<file path="src/rtl/wb_dma_mast_arb.sv">
// Two-requester round-robin arbiter feeding a single WISHBONE master engine.
// Latches the winner's burst parameters and sequences beats until done, error or reset.
module wb_dma_mast_arb #(
   parameter int unsigned LEN_W = 4
) (
   input  logic               clk,
   input  logic               rst,
   input  logic [1:0]         req,
   input  logic [1:0]         req_we,
   input  logic [63:0]        req_adr,
   input  logic [2*LEN_W-1:0] req_len,
   input  logic [63:0]        req_wdata,
   input  logic [1:0]         req_wait,
   output logic [1:0]         gnt,
   output logic [1:0]         drdy,
   output logic [1:0]         done,
   output logic [1:0]         err,
   output logic [31:0]        rdata,
   output logic               mast_go,
   output logic               mast_we,
   output logic [31:0]        mast_adr,
   output logic [31:0]        mast_din,
   output logic               mast_wait,
   input  logic               mast_drdy,
   input  logic               mast_err,
   input  logic [31:0]        mast_dout
);

   typedef enum logic [1:0] {StIdle, StXfer, StGap} state_e;

   state_e           state_q, state_d;
   logic             owner_q, owner_d;
   logic             last_q, last_d;
   logic             we_q, we_d;
   logic [31:0]      adr_q, adr_d;
   logic [LEN_W-1:0] len_q, len_d;
   // One extra bit so a full-length burst never wraps the beat count.
   logic [LEN_W:0]   cnt_q, cnt_d;
   logic [1:0]       done_q, done_d;
   logic [1:0]       err_q, err_d;

   logic       xfer;
   logic       last_beat;
   logic [1:0] owner_oh;

   assign xfer      = (state_q == StXfer);
   assign last_beat = (cnt_q == {1'b0, len_q});
   assign owner_oh  = owner_q ? 2'b10 : 2'b01;

   always_comb begin
      state_d = state_q;
      owner_d = owner_q;
      last_d  = last_q;
      we_d    = we_q;
      adr_d   = adr_q;
      len_d   = len_q;
      cnt_d   = cnt_q;
      done_d  = 2'b00;
      err_d   = 2'b00;
      case (state_q)
         StIdle: begin
            if (req != 2'b00) begin
               // With both requesting, the one not granted last time wins.
               owner_d = (req == 2'b11) ? ~last_q : req[1];
               last_d  = owner_d;
               we_d    = owner_d ? req_we[1] : req_we[0];
               adr_d   = owner_d ? req_adr[63:32] : req_adr[31:0];
               len_d   = owner_d ? req_len[2*LEN_W-1:LEN_W] : req_len[LEN_W-1:0];
               cnt_d   = '0;
               state_d = StXfer;
            end
         end
         StXfer: begin
            if (mast_err) begin
               err_d   = owner_oh;
               state_d = StGap;
            end else if (mast_drdy) begin
               cnt_d = cnt_q + (LEN_W+1)'(1);
               if (last_beat) begin
                  done_d  = owner_oh;
                  state_d = StGap;
               end
            end
         end
         StGap:   state_d = StIdle;
         default: state_d = StIdle;
      endcase
   end

   always_ff @(posedge clk or posedge rst) begin
      if (rst) begin
         state_q <= StIdle;
         owner_q <= 1'b0;
         last_q  <= 1'b1;
         we_q    <= 1'b0;
         adr_q   <= '0;
         len_q   <= '0;
         cnt_q   <= '0;
         done_q  <= 2'b00;
         err_q   <= 2'b00;
      end else begin
         state_q <= state_d;
         owner_q <= owner_d;
         last_q  <= last_d;
         we_q    <= we_d;
         adr_q   <= adr_d;
         len_q   <= len_d;
         cnt_q   <= cnt_d;
         done_q  <= done_d;
         err_q   <= err_d;
      end
   end

   always_comb begin
      gnt       = xfer ? owner_oh : 2'b00;
      drdy      = (xfer && mast_drdy) ? owner_oh : 2'b00;
      done      = done_q;
      err       = err_q;
      rdata     = mast_dout;
      // Suppress the strobe in the final-ack cycle so no extra bus cycle starts.
      mast_go   = xfer && !mast_err && !(mast_drdy && last_beat);
      mast_we   = xfer && we_q;
      mast_adr  = adr_q + 32'({cnt_q, 2'b00});
      mast_din  = xfer ? (owner_q ? req_wdata[63:32] : req_wdata[31:0]) : 32'h0;
      mast_wait = xfer && (owner_q ? req_wait[1] : req_wait[0]);
   end

endmodule
</file>
<file path="config.mk">
export PLATFORM = sky130hd
export DESIGN_NAME = wb_dma_mast_arb
export DESIGN_NICKNAME = d
export VERILOG_FILES = /design/src/rtl/wb_dma_mast_arb.sv
export SDC_FILE = /design/constraint.sdc
export NUM_CORES = 1
export LEC_CHECK = 0
export BUFFER_PORTS_ARGS = -buffer_cell sky130_fd_sc_hd__buf_2
export CELL_PAD_IN_SITES_DETAIL_PLACEMENT = 1
export CELL_PAD_IN_SITES_GLOBAL_PLACEMENT = 2
export CORE_UTILIZATION = 24
export CTS_CLUSTER_SIZE = 8
export DETAILED_ROUTE_END_ITERATION = 8
export PLACE_DENSITY_LB_ADDON = 0.1
export SLEW_MARGIN = 20
export SYNTH_ARGS = -nofsm -noshare
export SYNTH_HDL_FRONTEND = slang
export SYNTH_SLANG_ARGS = --single-unit
</file>
<file path="constraint.sdc">
create_clock -name clk -period 4.5 [get_ports clk]
set_clock_uncertainty 0.1 [all_clocks]
set_input_delay 0.45 -clock clk [delete_from_list [all_inputs] [get_ports clk]]
set_output_delay 0.45 -clock clk [all_outputs]
set_load 0.005 [all_outputs]
</file>
==> results of run 1 <==
-- worst max path at each step --
stage              endpoint      from  slack, ns
4_1_cts        mast_adr[26]  cnt_q[0]       1.30
5_1_grt        mast_adr[12]  cnt_q[0]       1.10
3_5_place_dp   mast_adr[30]  cnt_q[0]       1.64
6_report       mast_adr[12]  cnt_q[0]       1.32
2_1_floorplan  mast_adr[30]  cnt_q[0]       2.01
3_3_place_gp   mast_adr[30]  cnt_q[0]       1.68
-- flip-flops by register name (all words and copies together), names as in the netlist --
register  flops
adr_q        32
cnt_q         5
len_q         4
done          2
err           2
state_q       2
last_q        1
owner_q       1
we_q          1
-- cell type report --
cell class | count | area share
Multi-Input combinational cell | 324 | 0.450
Sequential cell | 50 | 0.240
Timing Repair Buffer | 224 | 0.216
Tap cell | 220 | 0.0527
Clock buffer | 5 | 0.0239
Clock inverter | 3 | 0.00910
Inverter | 11 | 0.00790
-- metal layers --
metal	GRT usage	part of all wire
met1	0.178	0.41
met2	0.292	0.51
met3	0.0382	0.067
met4	0.0433	0.015
met5	0	0
-- worst max-delay path: cells and delay by family, from the launching register on --
| family | cells | cell delay, ns |
|---|---|---|
| AO/OA/AOI/OAI | 2 | 0.64 |
| adder cells (fa/ha/maj) | 2 | 0.61 |
| flip-flops | 1 | 0.45 |
| AND/OR/NAND/NOR | 1 | 0.25 |
| buffers and inverters | 2 | 0.20 |
| XOR/XNOR | 1 | 0.19 |
-- placed cells by master, fill, tap and decap left out, types with 2 or more instances in the layout --
master and count:
buf_2 220, nor2_1 80, mux2i_1 70, dfrtp_1 48, a21oi_1 45, xor2_1 20, xnor2_1 11, inv_1 10
a2111oi_2 9, nand2_1 8, and3_1 8, nand3_1 7, o21ai_0 6, ha_1 6, a211oi_1 5, clkbuf_16 5
nor2b_1 4, o2111ai_1 4, buf_4 4, and4_1 3, nand3_2 3, and2_2 2, nor4_1 2, a21o_1 2
o31ai_1 2, or4_1 2, inv_6 2
-- stage by stage --
step                instances  setup slack (ns)  hold WS, ns
floorplan                 447              2.01        0.387
global placement          829              1.68        0.417
detailed placement        829              1.64        0.426
CTS                       837              1.30        0.273
global route              837              1.10        0.294
finish                    837              1.32        0.245
-- report_power, final --
group,internal (uW),switching [uW]
Clock,267,184
Combinational,710,839
Sequential,647,301
Total,1620,1320
-- cells by family after synthesis --
group / synth area share
AND/OR/NAND/NOR: 0.168
AO/OA/AOI/OAI: 0.146
buffers and inverters: 0.108
multiplexers: 0.177
flip-flops: 0.311
XOR/XNOR: 0.0674
adder cells (fa/ha/maj): 0.0236
==> results.json, run 1 <==
{
  "status": "finished clean",
  "regArea_mm2": 0.00125,
  "routedWlPerCell_um": 16.1,
  "dp_hpwl_mm": 10.5,
  "p_per_area_mw_per_mm2": 564,
  "netlist_instances": 447,
  "track_usage": 0.158,
  "max_freq_mhz": 315,
  "setup_tns_ns": 0,
  "power.total_uw": 2950,
  "place_area_mm2": 0.00505,
  "synth.most_common_cell": "nor2_1",
  "finalSetupViolCount": 0,
  "cp_max_fo": 8,
  "syn_area_per_cell_um2": 9.01,
  "post_cts_buffers": 0,
  "synth_async_sr_flop_share": 1.00,
  "yosys_register_bits": 50,
  "grt_max_degree": 51,
  "fill_cells": 1981,
  "ir_drop_v": 0.000194,
  "critical_path_class": "reg -> out",
  "drive_above_1_share": 0.423,
  "antenna_found_initial": 0,
  "max-slew-margin-rel": 0.328,
  "cts_hold_buf": 0,
  "crit_path_start_kind": "flop",
  "worst_skew_pair.late_latency_ns": 0.30,
  "synthTopCellsByCount": "nor2_1 (80), mux2i_1 (70), dfrtp_1 (49)",
  "drtIter0Drc": 116,
  "cts_tree": "yes",
  "drv_slew": 0,
  "endpoint_kind": "output pin",
  "clk_pin_slew_worst_paths_ns": 0.08,
  "period_share": 0.707,
  "numPortBuffers": 220,
  "synth_edf_count": 0,
  "ant_nets": 0,
  "slowest_stage": "o31a_1",
  "synth_area_mm2": 0.00403,
  "rr_endpoint": "adr_q[13]",
  "fin_util": 0.317,
  "cap_violations": 0,
  "grt_pass1_vias": 4168,
  "crit_path_cell_trace": "ha_1 -> inv_1 -> fa_1 -> nor2b_1 -> o31a_1 -> o2111ai_1 -> xnor2_1 -> buf_2",
  "ioPinCount": 285,
  "yosysSeqAreaShare": 0.311,
  "overflow": 0,
  "num_vias": 3815,
  "hold_viol": 0,
  "num_rows": 47,
  "h-tree-depth": 2,
  "ys_types": 54,
  "numCtsBuffers": 5,
  "p_leak_uw": 0.00255,
  "rsz0062_at_grt": "no",
  "cts_sinks": 50,
  "rrSetupSlack_ns": 2.20,
  "start_util": 0.245,
  "arrival_ns": 2.63,
  "fin_area_mm2": 0.00523,
  "r2r_start": "state_q[1]",
  "hold_path.class": "in -> async",
  "area_delta_synth_final_pct": 29.8,
  "die-height_um": 132,
  "dieArea_mm2": 0.0173,
  "clk_path_buf_depth": 2,
  "wl_mm": 13.5,
  "reg2reg_depth": 5,
  "synth_top_cell_area_share": 0.304,
  "gp_congestion": 0.757,
  "required_ns": 3.95,
  "cts_resized": 0,
  "yosysWarnings": 0,
  "die_w_um": 132,
  "grt_pass1_wl_mm": 21.8,
  "layout.nets": 801,
  "ys_dominant_reg_cell": "dfrtp_1",
  "max_slew.worst_pin.slew_ns": 1.01,
  "vias_per_cell": 4.56,
  "period_minus_slack_ns": 3.18,
  "n_antenna_cell": 0,
  "root_buffer": "clkbuf_16",
  "crit_path_max_incr_delay_ns": 0.46,
  "syn_nets": 632,
  "synth_top_area_cell": "dfrtp_1",
  "firstDrtPassIters": 4,
  "post-route-drc-count": 0,
  "core_mm2": 0.0165,
  "synth.area.top_cells": "dfrtp_1 (30%), mux2i_1 (17%), nor2_1 (7.5%)",
  "multiInputGateArea_mm2": 0.00235
}
Note: power is estimated with default switching activity, not from simulation.
==> run 2: changes to the inputs <==
--- a/config.mk
+++ b/config.mk
@@ -8,7 +8,7 @@
 export BUFFER_PORTS_ARGS = -buffer_cell sky130_fd_sc_hd__buf_2
 export CELL_PAD_IN_SITES_DETAIL_PLACEMENT = 1
 export CELL_PAD_IN_SITES_GLOBAL_PLACEMENT = 2
-export CORE_UTILIZATION = 24
+export CORE_UTILIZATION = 20
 export CTS_CLUSTER_SIZE = 8
 export DETAILED_ROUTE_END_ITERATION = 8
 export PLACE_DENSITY_LB_ADDON = 0.1
==> constraint.sdc (replaced) <==
create_clock -name clk -period 2.9 [get_ports clk]
set_clock_uncertainty 0.1 [all_clocks]
set_input_delay 0.29 -clock clk [delete_from_list [all_inputs] [get_ports clk]]
set_output_delay 0.29 -clock clk [all_outputs]
set_load 0.005 [all_outputs]
==> run 2 against run 1 <==
  * Sequential power grew 49%
  * Setup slack lost 1.2 ns
  * Hold slack lost 0.23 ns
  * Critical endpoint is now mast_adr[27]
  * Largest cell class unchanged
==> results.json, run 2 (synthesis gave the netlist of run 1 again) <==
{
  "status": "finished clean",
  "rrSetupSlack_ns": 0.87,
  "area_delta_synth_final_pct": 33.4,
  "max_slew.worst_pin.slew_ns": 0.756,
  "fin_ws_ns": 0.160,
  "num_vias": 3821,
  "final_common_cell": "buf_2",
  "start_util": 0.206,
  "fin_util": 0.274,
  "drive_above_1_share": 0.436,
  "firstDrtPassIters": 4,
  "p_per_area_mw_per_mm2": 862,
  "critical_path_class": "reg -> out",
  "antenna_found_initial": 3,
  "ant_nets": 0,
  "slowest_stage": "dfrtp_1",
  "arrival_ns": 2.35,
  "drv_slew": 0,
  "grt_pass1_vias": 4029,
  "num_rows": 51,
  "finalSetupViolCount": 0,
  "h-tree-depth": 2,
  "period_minus_slack_ns": 2.74,
  "reg2reg_depth": 5,
  "numCtsBuffers": 5,
  "n_antenna_cell": 0,
  "dieArea_mm2": 0.0207,
  "ir_drop_v": 0.000229,
  "core_mm2": 0.0196,
  "ioPinCount": 285,
  "layout.nets": 808,
  "cp_max_fo": 13,
  "layout_common_cells": "buf_2 (220), nor2_1 (80), mux2i_1 (70)",
  "drtIter0Drc": 62,
  "place_worst_setup_slack_ns": 0.315,
  "wl_mm": 14.1,
  "overflow": 0,
  "r2r_start": "state_q[1]",
  "gp_congestion": 0.744,
  "clk_pin_slew_worst_paths_ns": 0.07,
  "root_buffer": "clkbuf_16",
  "rsz0062_at_grt": "no",
  "crit_path_start_kind": "flop",
  "largest_reg_flops": 32,
  "numPortBuffers": 220,
  "post-route-drc-count": 0,
  "p_leak_uw": 0.00259,
  "rr_endpoint": "adr_q[0]",
  "grt_pass1_wl_mm": 21.4,
  "die_w_um": 144,
  "max-slew-margin-rel": 0.495,
  "max_freq_mhz": 365,
  "required_ns": 2.51,
  "period_share": 0.945,
  "worst_skew_pair.late_latency_ns": 0.30,
  "vias_per_cell": 4.30,
  "clk_path_buf_depth": 2,
  "hold_path.class": "in -> async",
  "endpoint_kind": "output pin",
  "die-height_um": 144,
  "regMostFlops": "adr_q",
  "cts_sinks": 50,
  "setup_tns_ns": 0,
  "dp_hpwl_mm": 11.3,
  "hold_viol": 0,
  "reg_top3": "adr_q x32, cnt_q x5, len_q x4",
  "cts_tree": "yes",
  "crit_path_cell_trace": "ha_2 -> a21o_1 -> a21oi_2 -> buf_4 -> a2111oi_2 -> xor2_1 -> buf_2",
  "crit_path_max_incr_delay_ns": 0.44,
  "cap_violations": 0,
  "routedWlPerCell_um": 15.8,
  "grt_max_degree": 37,
  "track_usage": 0.136
}
[run 2: power by group]
group	internal, uW	switching [uW]	total (uW)
Clock	330	297	628
Sequential	1010	407	1410
Combinational	1180	1410	2600
[run 2: layout make-up]
class | count | area (um2)
Clock buffer | 5 | 125
Multi-Input combinational cell | 324 | 2380
Clock inverter | 3 | 26.3
Sequential cell | 50 | 1250
Fill cell | 2387 | 14200
Tap cell | 265 | 332
Timing Repair Buffer | 231 | 1220
Inverter | 11 | 41.3
[run 2: worst max path at each step]
stage	from	to	slack, ns	cells after the start
after global routing	cnt_q[3]	mast_adr[27]	0.04	7
after CTS	adr_q[2]	mast_adr[30]	0.04	8
after floorplan	cnt_q[0]	mast_adr[30]	0.57	7
after global placement	adr_q[2]	mast_adr[30]	0.37	8
final	cnt_q[3]	mast_adr[27]	0.16	7
after detailed placement	adr_q[2]	mast_adr[12]	0.31	8
[run 2: through the flow]
step                      instances  hold WS (ns)  cell area (um2)  total power, uW
after floorplan                 447         0.260             4030             3030
after global placement          880         0.358             5180             4010
after detailed placement        880         0.376             5180             4050
after CTS                       888        0.0364             5340             4720
after global routing            889        0.0654             5380             5100
final                           889        0.0144             5380             4630
[run 2: metal layers]
metal  routed length (um)  vias to the layer above  part of all wire  GRT usage
li1                     -                     1886                 -          -
met1                 5710                     1751              0.41      0.154
met2                 7020                      160              0.50      0.245
met3                 1110                       24             0.079     0.0407
met4                  234                        0             0.017     0.0414
met5                    0                        -                 0          0
[run 2: what timing repair did]
| action | CTS | global route |
|---|---|---|
| pin swaps | 0 | 2 |
| hold buffers | 0 | 0 |
| setup endpoints to repair | 4 | 9 |
| setup buffers | 0 | 1 |
| gates cloned | 0 | 0 |
| gates resized for setup | 2 | 4 |
[run 2: critical path: cells and delay by family (launching register included)]
family          cells  cell delay [ns]
fa+ha+maj           1             0.42
xor+xnor            1             0.24
compound gates      3             0.56
flops               1             0.44
buf+inv             2             0.38
==> run 3: changes to the inputs <==
--- a/config.mk
+++ b/config.mk
@@ -5,6 +5,7 @@
 export SDC_FILE = /design/constraint.sdc
 export NUM_CORES = 1
 export LEC_CHECK = 0
+export ABC_AREA = 1
 export BUFFER_PORTS_ARGS = -buffer_cell sky130_fd_sc_hd__buf_2
 export CELL_PAD_IN_SITES_DETAIL_PLACEMENT = 1
 export CELL_PAD_IN_SITES_GLOBAL_PLACEMENT = 2
==> run 3 against run 2 <==
  * The flow now finishes with violations (design-rule violations)
  * Non-clock buffer count decreased by 7
  * Register-to-register slack gained 0.13 ns
  * Hold slack better by 0.13 ns
  * Setup slack better by 0.062 ns
  * First-iteration DRC count rose to 3.2 times the previous value
  * Critical path type unchanged
  * Largest power group unchanged
  * Fmax rose by 2.3%
  * Count of clock-buffer cells in the layout is 1 higher
==> results.json, run 3 <==
{
  "post_cts_buffers": 0,
  "ys_types": 37,
  "period_share": 0.923,
  "yosys_register_bits": 50,
  "finalSetupViolCount": 0,
  "status": "complete, but fails checks",
  "dr_wl_met3_mm": 1.02,
  "max_slew.worst_pin.slew_ns": 0.647,
  "firstDrtPassIters": 9,
  "period_minus_slack_ns": 2.68,
  "synth_async_sr_flop_share": 1.00,
  "ir_drop_v": 0.000344,
  "h-tree-depth": 2,
  "hold_path.class": "in -> reg",
  "cap_violations": 0,
  "num_vias": 4610,
  "area_delta_synth_final_pct": 26.3,
  "die_w_um": 152,
  "vias_per_cell": 4.37,
  "synth.area.top_cells": "dfrtp_1 (27%), nand2_1 (13%), o21ai_2 (9.7%)",
  "synth_edf_count": 0,
  "fin_util": 0.260,
  "layout.nets": 959,
  "dp_hpwl_mm": 14.2,
  "yosysSeqAreaShare": 0.277,
  "wl_met2_mm": 8.01,
  "dieArea_mm2": 0.0232,
  "clk_pin_slew_worst_paths_ns": 0.08,
  "start_util": 0.206,
  "max_freq_mhz": 373,
  "ioPinCount": 285,
  "fin_area_mm2": 0.00572,
  "numPortBuffers": 220,
  "cts_tree": "yes",
  "max-slew-margin-rel": 0.567,
  "arrival_ns": 2.29,
  "rsz0062_at_grt": "no",
  "synth_top_area_cell": "dfrtp_1",
  "synthTopCellsByCount": "nand2_1 (154), nor2_1 (79), inv_1 (56)",
  "critical_path_class": "reg -> out",
  "p_per_area_mw_per_mm2": 897,
  "largest_reg_flops": 32,
  "grt_pass1_vias": 4934,
  "endpoint_kind": "output pin",
  "num_rows": 54,
  "synth_top_cell_area_share": 0.271,
  "place_area_mm2": 0.00554,
  "ant_nets": 0,
  "crit_path_cell_trace": "ha_1 -> inv_1 -> fa_1 -> inv_1 -> nand2_1 -> nand2_1 -> nand2_2 -> o21ai_2 -> nand2_1 -> nand2_1 -> nand2_1 -> buf_2",
  "overflow": 0,
  "crit_path_max_incr_delay_ns": 0.42,
  "slowest_stage": "dfrtp_2",
  "track_usage": 0.154,
  "reg_top3": "adr_q x32, cnt_q x5, len_q x4",
  "crit_path_start_kind": "flop",
  "rrSetupSlack_ns": 1.00,
  "wl_mm": 17.7,
  "p_leak_uw": 0.00298,
  "violations": "design-rule violations",
  "numCtsBuffers": 5,
  "syn_area_per_cell_um2": 7.55,
  "drive_above_1_share": 0.427,
  "antenna_found_initial": 2,
  "final_common_cell": "buf_2",
  "n_antenna_cell": 0,
  "yosysWarnings": 0,
  "wl_met1_mm": 8.49,
  "synth.most_common_cell": "nand2_1",
  "cts_sinks": 50,
  "root_buffer": "clkbuf_16",
  "cp_max_fo": 6,
  "gp_congestion": 0.775,
  "drv_slew": 0,
  "post-route-drc-count": 22,
  "regMostFlops": "adr_q",
  "syn_nets": 785,
  "top_layer": "met5",
  "layout_common_cells": "buf_2 (220), nand2_1 (153), nor2_1 (79)",
  "netlist_instances": 600,
  "routedWlPerCell_um": 16.8,
  "grt_max_degree": 63,
  "clk_path_buf_depth": 2,
  "drtIter0Drc": 198,
  "crit_family": "adder cells",
  "ys_dominant_reg_cell": "dfrtp_1",
  "required_ns": 2.51,
  "hold_viol": 0,
  "place_worst_setup_slack_ns": 0.435,
  "crit_top_cell": "nand2_1",
  "die-height_um": 152,
  "core_mm2": 0.0220,
  "synth_area_mm2": 0.00453,
  "fin_ws_ns": 0.222,
  "worst_skew_pair.late_latency_ns": 0.30,
  "path_buf_inv": 3,
  "setup_tns_ns": 0,
  "grt_pass1_wl_mm": 27.9
}
-- run 3: routing by layer --
metal	up-vias	GRT usage
li1	2275	-
met1	2168	0.206
met2	144	0.248
met3	21	0.0341
met4	2	0.0423
met5	-	0
-- run 3: worst reg2reg max path, cell delays in order (launching register included) --
cell and delay [ns]:
dfrtp_1 0.45, nor2_2 0.22, o21ai_4 0.22, inv_8 0.46, o21ai_0 0.20, o21ai_1 0.16
-- run 3: through the flow --
step	total power [uW]	cells	hold slack [ns]
floorplan	3480	600	0.343
global placement	4450	1046	0.271
detailed placement	4500	1046	0.272
CTS	5250	1055	0.129
global route	5620	1055	0.140
finish	5130	1055	0.141
-- run 3: worst paths after layout --
path,from,endpoint,cells past startpoint
max reg2reg,state_q[1],adr_q[11],5
min reg2reg,last_q,last_q,2
max,cnt_q[0],mast_adr[24],12
min,req_adr[56],adr_q[24],3
max in group asynchronous,rst,last_q,4
min in group asynchronous,rst,owner_q,4
-- run 3: layout make-up --
class	instances	area (um2)
Sequential cell	50	1250
Timing Repair Buffer	224	1150
Fill cell	2757	16300
Tap cell	280	350
Multi-Input combinational cell	430	2550
Inverter	63	249
Clock buffer	6	129
Clock inverter	2	37.5
-- run 3: cells by family (layout without fill, tap and decap cells) --
family | Yosys count | count (layout) | share of synthesized area
and+or+nand+nor | 294 | 294 | 0.278
buffers and inverters | 120 | 295 | 0.160
AOI/OAI and AO/OA | 119 | 119 | 0.245
DFF | 50 | 50 | 0.277
xor gates and xnor gates | 10 | 10 | 0.0193
adders and majority gates | 7 | 7 | 0.0210
-- run 3: timing repair --
item                       in CTS  in global routing
hold buffers                    1                  0
setup endpoints to repair       0                  5
hold endpoints to repair       49                  0
resized for setup               0                  2
-- run 3: power by group --
| group | leakage, uW | switching [uW] | internal (uW) |
|---|---|---|---|
| combinational | 0.00229 | 1790 | 1220 |
| sequential | 0.000619 | 387 | 1010 |
| clock | 0.0000771 | 306 | 409 |
